[config.mk]
export PLATFORM = sky130hd
export DESIGN_NAME = mtsp_writeback_queue
export DESIGN_NICKNAME = d
export VERILOG_FILES = /design/src/rtl/mtsp_wb_pkg.sv /design/src/rtl/mtsp_wb_fifo.sv /design/src/rtl/mtsp_writeback_queue.sv
export SDC_FILE = /design/constraint.sdc
export NUM_CORES = 1
export LEC_CHECK = 0
export BUFFER_PORTS_ARGS = -buffer_cell sky130_fd_sc_hd__buf_2
export CORE_MARGIN = 3
export CORE_UTILIZATION = 35
export DETAILED_ROUTE_END_ITERATION = 8
export HOLD_SLACK_MARGIN = 0.02
export PLACE_DENSITY = 0.49
export SYNTH_ARGS = -nofsm -noshare
export SYNTH_HDL_FRONTEND = slang
export SYNTH_SLANG_ARGS = --single-unit
[constraint.sdc]
create_clock -name CLK -period 5.53 [get_ports CLK]
set_input_delay 0 -clock CLK [delete_from_list [all_inputs] [get_ports CLK]]
set_output_delay 0 -clock CLK [all_outputs]
set_load 0.01 [all_outputs]
[src/rtl/mtsp_wb_pkg.sv]
// Shared types and constants for the MTSP writeback queue.
// Optional same-cycle bypass is enabled by defining MTSP_WB_BYPASS_EN.
package mtsp_wb_pkg;

    localparam int WB_DATA_W = 128;
    localparam int WB_MASK_W = 4;
    // Storage width for destination indices; the top requires ADDR_W <= WB_DST_W.
    localparam int WB_DST_W  = 16;

    localparam logic [WB_MASK_W-1:0] WB_MASK_ALLMASKED = 4'b1111;

    typedef struct packed {
        logic [WB_DST_W-1:0]  dst;
        logic [WB_MASK_W-1:0] mask;
        logic [WB_DATA_W-1:0] data;
    } wb_entry_t;

endpackage

[src/rtl/mtsp_wb_fifo.sv]
// Circular entry store with occupancy count and per-slot validity.
// Optional same-cycle bypass is enabled by defining MTSP_WB_BYPASS_EN.
module mtsp_wb_fifo
    import mtsp_wb_pkg::*;
#(
    parameter int DEPTH = 4
) (
    input  logic                             clk,
    input  logic                             rst,
    input  logic                             push,
    input  logic                             pop,
    input  wb_entry_t                        wr_data,
    output wb_entry_t                        rd_data,
    output logic [$clog2(DEPTH+1)-1:0]       count,
    output logic [DEPTH-1:0][WB_DST_W-1:0]   slot_dst,
    output logic [DEPTH-1:0]                 slot_valid
);

    localparam int PW = $clog2(DEPTH);
    localparam int CW = $clog2(DEPTH+1);

    wb_entry_t       mem [DEPTH];
    logic [PW-1:0]   rd_ptr;
    logic [PW-1:0]   wr_ptr;

    always_ff @(posedge clk) begin
        if (rst) begin
            rd_ptr <= '0;
            wr_ptr <= '0;
            count  <= '0;
        end else begin
            if (push)
                wr_ptr <= wr_ptr + 1'b1;
            if (pop)
                rd_ptr <= rd_ptr + 1'b1;
            if (push && !pop)
                count <= count + 1'b1;
            else if (pop && !push)
                count <= count - 1'b1;
        end
    end

    // Contents need no reset; validity is derived from pointers and count.
    always_ff @(posedge clk) begin
        if (push)
            mem[wr_ptr] <= wr_data;
    end

    assign rd_data = mem[rd_ptr];

    for (genvar i = 0; i < DEPTH; i++) begin : g_slot
        logic [PW-1:0] off;
        assign off           = PW'(i) - rd_ptr;
        assign slot_valid[i] = CW'(off) < count;
        assign slot_dst[i]   = mem[i].dst;
    end

endmodule

[src/rtl/mtsp_writeback_queue.sv]
// Writeback queue between EW1 and the register-file write port.
// Optional same-cycle bypass is enabled by defining MTSP_WB_BYPASS_EN.
module mtsp_writeback_queue
    import mtsp_wb_pkg::*;
#(
    parameter int DEPTH  = 4,
    parameter int ADDR_W = 6
) (
    input  logic                 CLK,
    input  logic                 RST,
    input  logic                 EW1_nEN,
    input  logic [3:0]           EW1_MASK,
    input  logic [127:0]         EW1_DATA,
    input  logic [ADDR_W-1:0]    EW1_DST,
    output logic                 EW1_STALL,
    input  logic                 RF_GRANT,
    output logic                 RF_nWE,
    output logic [ADDR_W-1:0]    RF_ADDR,
    output logic [3:0]           RF_MASK,
    output logic [127:0]         RF_DATA,
    input  logic [ADDR_W-1:0]    QUERY_ADDR,
    output logic                 QUERY_HIT,
    output logic                 OVERFLOW
);

    localparam int CW = $clog2(DEPTH+1);
    localparam logic [CW-1:0] FULL    = CW'(DEPTH);
    localparam logic [CW-1:0] NEAR_FULL = CW'(DEPTH - 1);

    wb_entry_t                      in_entry;
    wb_entry_t                      head;
    logic [CW-1:0]                  count;
    logic [DEPTH-1:0][WB_DST_W-1:0] slot_dst;
    logic [DEPTH-1:0]               slot_valid;
    logic                           req;
    logic                           pop;
    logic                           byp;
    logic                           push;

    assign in_entry.dst  = WB_DST_W'(EW1_DST);
    assign in_entry.mask = EW1_MASK;
    assign in_entry.data = EW1_DATA;

    assign req = !EW1_nEN && (EW1_MASK != WB_MASK_ALLMASKED);
    assign pop = (count != '0) && RF_GRANT;

`ifdef MTSP_WB_BYPASS_EN
    assign byp = req && (count == '0) && RF_GRANT;
`else
    assign byp = 1'b0;
`endif

    // A full queue still accepts when the head drains in the same cycle.
    assign push = req && !byp && ((count != FULL) || pop);

    mtsp_wb_fifo #(
        .DEPTH      (DEPTH)
    ) u_fifo (
        .clk        (CLK),
        .rst        (RST),
        .push       (push),
        .pop        (pop),
        .wr_data    (in_entry),
        .rd_data    (head),
        .count      (count),
        .slot_dst   (slot_dst),
        .slot_valid (slot_valid)
    );

    always_ff @(posedge CLK) begin
        if (RST)
            OVERFLOW <= 1'b0;
        else if (req && (count == FULL) && !pop)
            OVERFLOW <= 1'b1;
    end

    always_comb begin
        RF_nWE  = 1'b1;
        RF_ADDR = '0;
        RF_MASK = WB_MASK_ALLMASKED;
        RF_DATA = '0;
        if (pop) begin
            RF_nWE  = 1'b0;
            RF_ADDR = ADDR_W'(head.dst);
            RF_MASK = head.mask;
            RF_DATA = head.data;
        end else if (byp) begin
            RF_nWE  = 1'b0;
            RF_ADDR = EW1_DST;
            RF_MASK = EW1_MASK;
            RF_DATA = EW1_DATA;
        end
    end

    assign EW1_STALL = count >= NEAR_FULL;

    always_comb begin
        QUERY_HIT = 1'b0;
        for (int i = 0; i < DEPTH; i++) begin
            if (slot_valid[i] && (slot_dst[i] == WB_DST_W'(QUERY_ADDR)))
                QUERY_HIT = 1'b1;
        end
    end

endmodule
==> reports/summary.md <==
The share of synthesized flip-flops with an asynchronous set or reset is 0. Net switching fraction of the power: 0.272. Die extent in y: 256 um.

For this run, design rule violations remaining after detail routing come to 0. The slowest stage of the critical path is the sky130_fd_sc_hd__buf_4 cell. The depth of the worst register-to-register path is 4, and the slew at the pin closest to its max-slew limit is 1.06 ns.

The number of global-route vias before repair is 11990, and the core region area is 0.0610 mm^2. The tools report the combinational power share as 0.231. Share of total power in the clock network: 0.319.

Entering global routing, the biggest net connects 88 pins. Row generation in the floorplan step produced 90 rows. The path class of the tightest hold or removal check is in2reg.

The number of max-cap violations was 0; the clock-pin transition on the worst setup and hold timing paths was 0.06 ns. The cell depth of the worst min-delay path is 2, and the number of hold-slack violations in the final timing report is 0. In this run, synthesis inferred 552 flip-flops with an integrated enable.

Yosys mapped the design onto 32 distinct sky130hd cell types. The most used flip-flop cell after synthesis is sky130_fd_sc_hd__edfxtp_1. Yosys attributes the largest share of cell area to sky130_fd_sc_hd__edfxtp_1 (76%), sky130_fd_sc_hd__mux4_2 (13%), sky130_fd_sc_hd__nor2b_1 (3.9%).

For the final routed database, the setup TNS stands at 0 ns. The count of buffers added on input and output ports is 289. By startpoint and endpoint, the worst setup path is classified as reg2out. The internal power summed over all cells is 0.00855 W. The via density per instance came out at 4.79.

Clock tree synthesis found a total of 562 sinks. The logs give 645 for the DRC violation total after the first TritonRoute iteration and 984 for the cell count after synthesis. For the aggregate routed wire length, the log shows 50.4 mm. The flow ran to the end, and the final reports show no timing, DRC or antenna violations. The die width was 256 um.

The tools report the remaining antenna violation count after routing as 0. The total overflow left after global routing is 0. Dividing the synthesized area by the synthesized cell count gives 22.2 um^2. The total half-perimeter wirelength after legalization and detailed placement was 30.0 mm; the wire length of the first global-routing pass was 77.0 mm.

In this run the post-CTS setup repair buffer count came out at 0. The number of nets in the synthesized netlist is 1142. Before antenna repair, the detailed router went through 5 iterations. For this design the top-level I/O count stands at 290. At the worst endpoint, the arrival time is 3.22 ns. The run gives 0 as the final max-slew violation count.

The detailed-route wire length per cell works out to 21.8 um. The run gives 8 as the number of antenna violations at the first check in global routing. Power spread over the standard cell area amounts to 428 mW/mm^2. STA classifies the critical path endpoint as an output port. The area growth from synthesis to layout works out to 25.5%. The H-tree was split into 2 levels.

For the post-CTS resize count, the log shows 0. The cell repeated most along the worst path is sky130_fd_sc_hd__buf_4. Setup repair after global routing left no endpoint under its margin.

The tools report the startpoint type of the worst setup path as a flop. The run gives 0.297 as the worst slew margin relative to its limit. The number of vias in the routed layout was 11083. Number of buffers between clock root and the deepest sink: 3.

For the worst setup path, the data required time is 5.53 ns. The final count of negative-setup-slack endpoints was 0; the biggest cell delay along the critical path was 0.77 ns. The worst setup timing slack at the placement stage was 2.50 ns; the share of the synthesized area in the top cell type was 0.758. Across the VDD grid, the largest voltage drop is 0.235 mV.

Counting tap cells, the placed design contains a total of 2059 instances. The Yosys step of the flow raised 0 warnings. Traced cell by cell, the critical path runs through o31ai_4, buf_4, buf_4, nor2b_1, buf_2. The routability-driven placement congestion ratio is 0.717, and the power share of the sequential group is 0.450. Summed over all nets, the switching power comes to 0.00319 W.

The die covers 0.0655 mm^2. For this run, the top clock speed supported by timing is 310 MHz. For the worst-skew pair, the clock arrives at the later sink with an insertion delay of 0.61 ns.

In this run the clock root is driven by a sky130_fd_sc_hd__clkbuf_16. Buffers inserted during clock tree synthesis total 58. Summed over all instances, the cell type with the most area after synthesis is sky130_fd_sc_hd__edfxtp_1. The synthesized netlist occupies a cell area of 0.0219 mm^2. The clock arrives with 0.0239 ns of skew. TritonCTS built the clock tree. Summed over all cells, the static leakage comes to 9.29 nW. After the last flow step, the layout net total stands at 1591. In this run the worst path has a maximum fanout of 79. Final period utilization: 0.583.

Counting I/O delays and the setup requirement, the final critical path takes 3.22 ns. The share of layout cells above drive strength 1 was 0.345; the final core utilization was 0.449. The worst setup slack after layout is 2.31 ns.

For this run, the number of standard cells in the final layout without fillers is 2313. Overall routing resource usage: 0.154. In this run, synthesis produced a sequential element count of 562. The post-synthesis sequential area ratio is 0.767.

The run gives 0.358 as the effective utilization at floorplan.
==> metal layers <==
layer,global-route usage,wire [um]
met4,0.0393,906
met2,0.235,22700
met1,0.228,24000
met3,0.0309,2800
met5,0,34
==> area by class of cell <==
cell class	count	area, um^2
timing repair buffer	444	3050
antenna	7	17.5
clock buffer	70	1520
sequential	562	16800
tap	828	1040
inverter	12	45.0
fill	5379	33600
clock inverter	35	304
multi-input combinational	355	4670
==> placed cells by master (no fill, tap or decap), types with 8 or more instances in the layout <==
| cell type | n |
|---|---|
| sky130_fd_sc_hd__inv_1 | 12 |
| sky130_fd_sc_hd__clkbuf_16 | 59 |
| sky130_fd_sc_hd__edfxtp_1 | 552 |
| sky130_fd_sc_hd__mux4_1 | 11 |
| sky130_fd_sc_hd__buf_2 | 289 |
| sky130_fd_sc_hd__dfxtp_1 | 8 |
| sky130_fd_sc_hd__clkbuf_1 | 11 |
| sky130_fd_sc_hd__clkinv_1 | 20 |
| sky130_fd_sc_hd__dlygate4sd3_1 | 142 |
| sky130_fd_sc_hd__xnor2_1 | 27 |
| sky130_fd_sc_hd__mux4_2 | 127 |
| sky130_fd_sc_hd__nor2b_1 | 135 |
| sky130_fd_sc_hd__ha_1 | 9 |
==> flip-flops by register name, summed over array words and instances, names as in the netlist, named ones only <==
| register | flops |
|---|---|
| u_fifo.mem | 552 |
| u_fifo.count | 3 |
| u_fifo.rd_ptr | 2 |
| u_fifo.wr_ptr | 2 |
| OVERFLOW | 1 |
==> critical path: cells and delay by family (launching register included) <==
| family | cells | cell delay, ns |
|---|---|---|
| buf+inv | 3 | 1.69 |
| flops | 1 | 0.41 |
| compound gates | 1 | 0.29 |
| simple gates | 1 | 0.13 |
==> cells by family after synthesis <==
| family | synth area share |
|---|---|
| compound gates | 0.00630 |
| flops | 0.767 |
| fa+ha+maj | 0.00607 |
| xor+xnor | 0.0116 |
| mux | 0.145 |
| simple gates | 0.0444 |
| buf+inv | 0.0193 |
==> cells in the mapped netlist, types with 3 or more instances <==
cell type and instances:
sky130_fd_sc_hd__a21oi_1 5, sky130_fd_sc_hd__a211oi_1 4, sky130_fd_sc_hd__nor2_1 7, sky130_fd_sc_hd__nor2b_1 135
sky130_fd_sc_hd__buf_2 14, sky130_fd_sc_hd__o2111ai_1 4, sky130_fd_sc_hd__and2_1 4, sky130_fd_sc_hd__inv_1 12
sky130_fd_sc_hd__mux4_1 11, sky130_fd_sc_hd__nand3_1 4, sky130_fd_sc_hd__mux4_2 127, sky130_fd_sc_hd__ha_1 9
sky130_fd_sc_hd__edfxtp_1 552, sky130_fd_sc_hd__dfxtp_1 10, sky130_fd_sc_hd__clkbuf_2 6, sky130_fd_sc_hd__buf_4 3
sky130_fd_sc_hd__clkbuf_1 17, sky130_fd_sc_hd__buf_6 12, sky130_fd_sc_hd__xnor2_1 27, sky130_fd_sc_hd__or2_1 4
==> per-stage QoR <==
step	total power, W	instance area (um^2)	hold slack, ns
4_1_cts	0.0120	27400	0.0933
2_1_floorplan	0.00717	21900	0.0989
5_1_grt	0.0123	27400	0.123
3_3_place_gp	0.00807	24200	0.214
3_5_place_dp	0.00808	24200	0.217
6_report	0.0117	27400	0.139
==> power groups by stage <==
stage          clock [W]  combinational (W)  sequential, W
2_1_floorplan          0            0.00191        0.00526
3_3_place_gp           0            0.00270        0.00537
3_5_place_dp           0            0.00270        0.00539
4_1_cts          0.00388            0.00280        0.00530
5_1_grt          0.00403            0.00295        0.00533
6_report         0.00375            0.00271        0.00528
==> repair_timing <==
item                                   4_1_cts  5_1_grt
hold buffers                               142        0
endpoints found under the hold margin      562        0
setup endpoints to repair                    0        0
==> path summary, 6_finish.rpt <==
kind / start / end / slack (ns)
setup / recovery: u_fifo.count[0]$_SDFFE_PP0P_ / RF_DATA[42] / 2.31
hold / removal: EW1_DATA[56] / u_fifo.mem[2][56]$_DFFE_PP_ / 0.14
setup reg to reg: u_fifo.count[0]$_SDFFE_PP0P_ / u_fifo.mem[2][123]$_DFFE_PP_ / 2.60
hold reg to reg: OVERFLOW$_SDFFE_PP0P_ / OVERFLOW$_SDFFE_PP0P_ / 0.54
Power figures use the tool's default switching activity.
